**config.mk**
```make
export PLATFORM = sky130hd
export DESIGN_NAME = ballot_collector_flat
export DESIGN_NICKNAME = d
export VERILOG_FILES = /design/src/rtl/voting_pkg.sv /design/src/rtl/ballot_collector_if.sv /design/src/rtl/ballot_slot.sv /design/src/rtl/ballot_collector.sv /design/src/flat_wrapper.sv
export SDC_FILE = /design/constraint.sdc
export NUM_CORES = 1
export LEC_CHECK = 0
export ABC_CLOCK_PERIOD_IN_PS = 5850
export CAP_MARGIN = 30
export CELL_PAD_IN_SITES_DETAIL_PLACEMENT = 2
export CELL_PAD_IN_SITES_GLOBAL_PLACEMENT = 2
export CORE_ASPECT_RATIO = 0.75
export CORE_MARGIN = 8
export CORE_UTILIZATION = 33
export DETAILED_ROUTE_END_ITERATION = 6
export PLACE_DENSITY = 0.83
export SLEW_MARGIN = 20
export SYNTH_ARGS = -nofsm -noshare
export SYNTH_HDL_FRONTEND = slang
export SYNTH_SLANG_ARGS = --single-unit
```
**constraint.sdc**
```tcl
create_clock -name clk -period 5.85 [get_ports clk]
set_input_delay 0.8775 -clock clk [delete_from_list [all_inputs] [get_ports clk]]
set_output_delay 0.8775 -clock clk [all_outputs]
set_load 0.02 [all_outputs]
```
**src/rtl/voting_pkg.sv**
```systemverilog
// Shared voting definitions: default sizes, collector states,
// and the slot-slice helper used by the collector and voting.
package voting_pkg;

  localparam int N_DEF = 3;
  localparam int M_DEF = 5;

  typedef enum logic {
    COLLECT = 1'b0,
    DONE    = 1'b1
  } state_e;

  // Slot i occupies bits [(i+1)*n-1 : i*n] of the flat bus
  function automatic int slot_lsb(int i, int n);
    return i * n;
  endfunction

endpackage

```
**src/rtl/ballot_collector_if.sv**
```systemverilog
// Ballot intake handshake and result bus of the collector.
interface ballot_collector_if #(
  parameter int N = 3,
  parameter int M = 5
);

  logic               in_valid;
  logic               in_ready;
  logic [M-1:0]       in_id;
  logic [N-1:0]       in_vote;
  logic               close;
  logic [(2**M)*N-1:0] vote;
  logic               vote_valid;
  logic               vote_ack;
  logic [M:0]         count;
  logic               dup_err;

  modport master (
    output in_valid, in_id, in_vote,
    output close, vote_ack,
    input  in_ready, vote, vote_valid,
    input  count, dup_err
  );

  modport slave (
    input  in_valid, in_id, in_vote,
    input  close, vote_ack,
    output in_ready, vote, vote_valid,
    output count, dup_err
  );

endinterface

```
**src/rtl/ballot_slot.sv**
```systemverilog
// One voter slot: N-bit ballot plus its cast flag.
module ballot_slot #(
  parameter int          N    = 3,
  parameter logic [N-1:0] FILL = '0
) (
  input  logic         clk,
  input  logic         rst,
  input  logic         wr,
  input  logic         clr,
  input  logic [N-1:0] wdata,
  output logic [N-1:0] slot,
  output logic         cast
);

  logic [N-1:0] slot_q, slot_d;
  logic         cast_q, cast_d;

  always_comb begin
    slot_d = slot_q;
    cast_d = cast_q;
    if (clr) begin
      slot_d = FILL;
      cast_d = 1'b0;
    end else if (wr) begin
      slot_d = wdata;
      cast_d = 1'b1;
    end
  end

  always_ff @(posedge clk) begin
    if (rst) begin
      slot_q <= FILL;
      cast_q <= 1'b0;
    end else begin
      slot_q <= slot_d;
      cast_q <= cast_d;
    end
  end

  assign slot = slot_q;
  assign cast = cast_q;

endmodule

```
**src/rtl/ballot_collector.sv**
```systemverilog
// Serial ballot intake that assembles the packed bus for voting.
module ballot_collector
  import voting_pkg::*;
#(
  parameter int          N    = N_DEF,
  parameter int          M    = M_DEF,
  parameter logic [N-1:0] FILL = '0
) (
  input  logic clk,
  input  logic rst,
  ballot_collector_if.slave bus
);

  localparam int S = 2**M;
  localparam logic [M:0] LAST = (M+1)'(S - 1);

  state_e       state_q, state_d;
  logic [M:0]   count_q, count_d;
  logic         dup_err_q, dup_err_d;

  logic [S-1:0] cast;
  logic [N-1:0] slot [S];
  logic         accept;
  logic         hit;
  logic         fresh;
  logic         release_en;

  assign accept     = bus.in_valid & bus.in_ready;
  assign hit        = cast[bus.in_id];
  assign fresh      = accept & ~hit;
  assign release_en = (state_q == DONE) & bus.vote_ack;

  always_ff @(posedge clk) begin
    if (rst) begin
      state_q   <= COLLECT;
      count_q   <= '0;
      dup_err_q <= 1'b0;
    end else begin
      state_q   <= state_d;
      count_q   <= count_d;
      dup_err_q <= dup_err_d;
    end
  end

  always_comb begin
    state_d = state_q;
    unique case (state_q)
      COLLECT: begin
        if (bus.close || (fresh && count_q == LAST))
          state_d = DONE;
      end
      DONE: begin
        if (bus.vote_ack)
          state_d = COLLECT;
      end
      default: state_d = COLLECT;
    endcase
  end

  always_comb begin
    count_d   = count_q;
    dup_err_d = accept & hit;
    if (release_en)
      count_d = '0;
    else if (fresh)
      count_d = count_q + 1'b1;
  end

  always_comb begin
    bus.in_ready   = (state_q == COLLECT) & ~rst;
    bus.vote_valid = (state_q == DONE);
    bus.count      = count_q;
    bus.dup_err    = dup_err_q;
  end

  for (genvar i = 0; i < S; i++) begin : g_slot
    logic wr_i;
    assign wr_i = fresh & (bus.in_id == M'(i));

    ballot_slot #(
      .N    (N),
      .FILL (FILL)
    ) u_slot (
      .clk   (clk),
      .rst   (rst),
      .wr    (wr_i),
      .clr   (release_en),
      .wdata (bus.in_vote),
      .slot  (slot[i]),
      .cast  (cast[i])
    );

    assign bus.vote[slot_lsb(i, N) +: N] = slot[i];
  end

endmodule

```
**src/flat_wrapper.sv**
```systemverilog
// flat-port wrapper written by rule: the top's interface ports become plain ports
module ballot_collector_flat import voting_pkg::*;
#(
  parameter int          N    = N_DEF,
  parameter int          M    = M_DEF,
  parameter logic [N-1:0] FILL = '0
)
  (clk, rst, bus_in_valid, bus_in_id, bus_in_vote, bus_close, bus_vote_ack, bus_in_ready, bus_vote, bus_vote_valid, bus_count, bus_dup_err);
  ballot_collector_if #(.N(N), .M(M)) bus_i ();
  input  logic clk;
  input  logic rst;
  input wire logic [$bits(bus_i.in_valid)-1:0] bus_in_valid;
  input wire logic [$bits(bus_i.in_id)-1:0] bus_in_id;
  input wire logic [$bits(bus_i.in_vote)-1:0] bus_in_vote;
  input wire logic [$bits(bus_i.close)-1:0] bus_close;
  input wire logic [$bits(bus_i.vote_ack)-1:0] bus_vote_ack;
  output wire logic [$bits(bus_i.in_ready)-1:0] bus_in_ready;
  output wire logic [$bits(bus_i.vote)-1:0] bus_vote;
  output wire logic [$bits(bus_i.vote_valid)-1:0] bus_vote_valid;
  output wire logic [$bits(bus_i.count)-1:0] bus_count;
  output wire logic [$bits(bus_i.dup_err)-1:0] bus_dup_err;
  assign bus_i.in_valid = bus_in_valid;
  assign bus_i.in_id = bus_in_id;
  assign bus_i.in_vote = bus_in_vote;
  assign bus_i.close = bus_close;
  assign bus_i.vote_ack = bus_vote_ack;
  assign bus_in_ready = bus_i.in_ready;
  assign bus_vote = bus_i.vote;
  assign bus_vote_valid = bus_i.vote_valid;
  assign bus_count = bus_i.count;
  assign bus_dup_err = bus_i.dup_err;
  ballot_collector #(.N(N), .M(M), .FILL(FILL)) u_core (.clk(clk), .rst(rst), .bus(bus_i));
endmodule
```
==> key figures <==
Floorplanning
  • DIE AREA: roughly 21000 sq um
  • Core area: approximately 16000 sq um
  • Row count: 40
  • IO Pins: between 100 and 150
  • Die Span Y: 127 um
  • Starting density of the core: 0.339
  • Chip Width: approximately 160 um

Worst setup path
  • R2R Path Start: u_core.g_slot[14].u_slot.cast
  • Critical Path Source Type: input port
  • CP Cell Sequence: clkdlybuf4s50_1 > nor2b_1 > a211oi_1 > and3_1 > or2_1 > buf_4 > or4_4 > mux2i_1
  • Slowest CP cell: clkdlybuf4s50_1
  • Crit Path Max Fanout: 16
  • Worst Path Arrival: a little over 4 ns
  • Kind of cell adding the most delay to the critical path: simple AND/OR/NAND/NOR gates
  • Reg2reg setup slack: 3.20 ns
  • Register-to-Register Path Depth: 8
  • Critical Path End Type: register
  • Slowest stage delay, CP: ~0.95 ns
  • CP Data Required Time: between 6 and 7 ns
  • Worst r2r dst: u_core.g_slot[18].u_slot.slot[2]
  • CP Class: in2reg
  • Bufs and invs on worst path: 2

Routing
  • Initial DRC count: ~210
  • DRC: 0
  • Drt total wl: 18500 um
  • ANT nets after route: 0
  • Via/cell ratio: about 5
  • Overall via count from detail_route: between 4000 and 5000
  • WL/cell: about 21 um
  • DRT Pass-1 Iters: 4

Synth
  • #FFs+latches synth: around 140
  • Yosys cell types: 34
  • Area leader, netlist: dfxtp_1
  • Seq/Total Area, Yosys: 0.500
  • Async SR Flop Fraction: 0
  • Syn_area_per_cell: 9.86 sq um
  • Primary FF master, synth: dfxtp_1
  • Synth Warn #: 0
  • Synth top area cells: dfxtp_1 50%, mux2i_1 21%, nand2_1 8.1%, clkbuf_1 2.6%, a21oi_1 2.0%
  • Mapped Nets: 566
  • Cell Area, Synth: 5440 sq um
  • Mapped Cells: roughly 550
  • Synth top area share: 0.500
  • Post-synth EDFFs: 0

Placed design
  • Placer Congestion: between 0.8 and 0.9
  • Dpl hpwl: between 10000 and 15000 um
  • Port-buffer cells: 117
  • Placed cell count: about 840
  • Pre-CTS WS: between 1.5 and 2 ns

Cells and area
  • Synth-to-Final Area Change: 34.5%
  • Share of cells above drive strength 1: 0.0865
  • Nets@finish: about 660
  • Antenna diodes: 0
  • Finished Layout Cells: approximately 870
  • Fin util: 0.456
  • Fillcell total: roughly 1600

Pwr
  • Worst IR Drop VDD: 213 uV
  • Cell Pwr Density: around 300 nW/um^2
  • Leak: between 2 and 3 nW
  • Tot Pwr: between 0.002 and 0.0025 W

Timing
  • Fin worst setup slack: about 2 ns
  • RSZ-0062 raised after global routing: false
  • Post-layout minimum cycle time: around 3.9 ns
  • Setup TNS: 0 ns
  • Highest clock rate: between 200 and 300 MHz
  • Max Clock Skew: approximately 0.0093 ns
  • Final Hold Vio Count: 0
  • Slew HR: 0.381
  • Final period util: 0.661
  • Final setup viols: 0
  • Worst Tran Pin Value: 0.925 ns
  • Max-slew violation count: 0

GRT
  • Initial antenna violation count: 0
  • Gr ovfl total: 0
  • Total Routing Usage GR: 0.183
  • First-pass GRT wire length: 29500 um
  • Largest net degree at the start of global routing: 58
  • Number of global-route vias before repair: 5054

Worst hold path
  • Min-delay src: u_core.g_slot[13].u_slot.cast
  • Worst hold stages: 2
  • Hold WC Path Type: reg2reg
  • Worst Hold Endpoint: u_core.g_slot[13].u_slot.cast

CTS
  • Clock sinks: approximately 140
  • H-tree depth: 4
  • Total CTS buffers: 17
  • Clock buffer depth: 2
  • Setup bufs post-CTS: 0
  • CTS tree: built
  • Hold Buf Count CTS: 0
  • Clock-pin slew on the worst setup and hold paths: about 0.060 ns
  • CTS resizes: 0
  • Clock Tree Root: clkbuf_16
  • Clock latency at the later pin of the worst-skew pair: 0.42 ns

Outcome
  • Status: completed

Job
  • Max Cap Violations: 0
-- logic make-up (layout without fill, tap and decap cells) --
group / count (synthesis) / count (layout) / synth area share
compound gates: 46 / 46 / 0.0536
fa+ha+maj: 1 / 1 / 0.00230
mux: 115 / 115 / 0.212
simple gates: 186 / 186 / 0.175
flops: 136 / 136 / 0.500
buf+inv: 68 / 175 / 0.0568
-- metal layers --
metal | track usage | routed length (um) | vias up
met2 | 0.303 | 8780 | 124
met1 | 0.214 | 8050 | 2189
met5 | 0 | 0 | -
met4 | 0.0629 | 282 | 0
met3 | 0.0658 | 1420 | 22
li1 | - | - | 2037
-- cells in the mapped netlist, types with 2 or more instances --
library cell / number
a21oi_1: 22
a22oi_1: 4
and2_1: 4
and3_1: 2
buf_1: 2
buf_4: 2
buf_6: 6
clkbuf_1: 38
dfxtp_1: 136
inv_1: 19
mux2i_1: 115
nand2_1: 117
nand2b_1: 4
nand3_1: 12
nand4_1: 3
nor2_1: 7
nor2b_1: 4
nor3_2: 9
nor4_4: 4
o211ai_1: 3
o21a_1: 14
or3_1: 12
or4_4: 2
-- placed cells by master, fill, tap and decap left out, drive strengths merged, types with 3 or more instances in the layout --
| cell | Yosys | layout |
|---|---|---|
| inv | 19 | 19 |
| nor2 | 8 | 8 |
| bufinv | 0 | 3 |
| nand3 | 12 | 12 |
| clkinvlp | 0 | 5 |
| clkbuf | 38 | 19 |
| o21a | 14 | 14 |
| and2 | 4 | 4 |
| a21oi | 22 | 22 |
| a22oi | 4 | 4 |
| buf | 11 | 8 |
| or3 | 12 | 12 |
| nand4 | 3 | 3 |
| nor3 | 10 | 10 |
| nand2b | 4 | 4 |
| nor2b | 4 | 4 |
| clkdlybuf4s50 | 0 | 117 |
| clkinv | 0 | 4 |
| nand2 | 117 | 117 |
| mux2i | 115 | 115 |
| dfxtp | 136 | 136 |
| nor4 | 4 | 4 |
| o211ai | 3 | 3 |
-- layout make-up --
| class | instances | area [sq um] | area share |
|---|---|---|---|
| multi-input combinational | 348 | 2420 | 0.331 |
| inverter | 19 | 71.3 | 0.00974 |
| clock buffer | 19 | 453 | 0.0619 |
| clock inverter | 12 | 151 | 0.0207 |
| tap | 210 | 263 | 0.0359 |
| sequential | 136 | 2720 | 0.372 |
| timing repair buffer | 125 | 1240 | 0.169 |
-- stage by stage --
stage	hold slack, ns	area (sq um)
4_1_cts	0.454	7300
3_5_place_dp	0.445	6700
6_report	0.449	7320
5_1_grt	0.472	7320
3_3_place_gp	0.435	6700
2_1_floorplan	0.425	5440
-- how the worst max path moves through the flow --
stage	from	endpoint	slack (ns)	cells past startpoint
floorplan	bus_in_id[2]	u_core.g_slot[18].u_slot.slot[0]	3.11	11
global placement	bus_in_id[2]	u_core.g_slot[18].u_slot.slot[1]	1.77	8
detailed placement	bus_in_id[2]	u_core.g_slot[18].u_slot.slot[1]	1.56	9
CTS	bus_in_id[2]	u_core.g_slot[22].u_slot.slot[0]	1.88	9
global route	bus_in_id[1]	u_core.g_slot[23].u_slot.slot[1]	1.84	9
finish	bus_in_id[1]	u_core.g_slot[18].u_slot.slot[2]	1.98	8
-- registers in the layout, indices dropped and copies added (netlist names) --
register	count
u_core.g_slot.u_slot.slot	96
u_core.g_slot.u_slot.cast	32
u_core.bus.dup_err	1
u_core.bus.vote_valid	1
u_core.bus.count	6
-- where the power goes --
group          switching (W)  internal (W)  leakage [nW]
clock               0.000410      0.000688         0.283
combinational      0.0000869     0.0000349          1.49
sequential        0.00000445      0.000931          1.10
total               0.000501       0.00165          2.86
-- tightest hold or removal path, stage by stage, from the launching register on --
cell,delay (ns)
dfxtp_1,0.31
inv_1,0.05
a21oi_1,0.05
No activity file was read; power rests on OpenSTA's default activity.
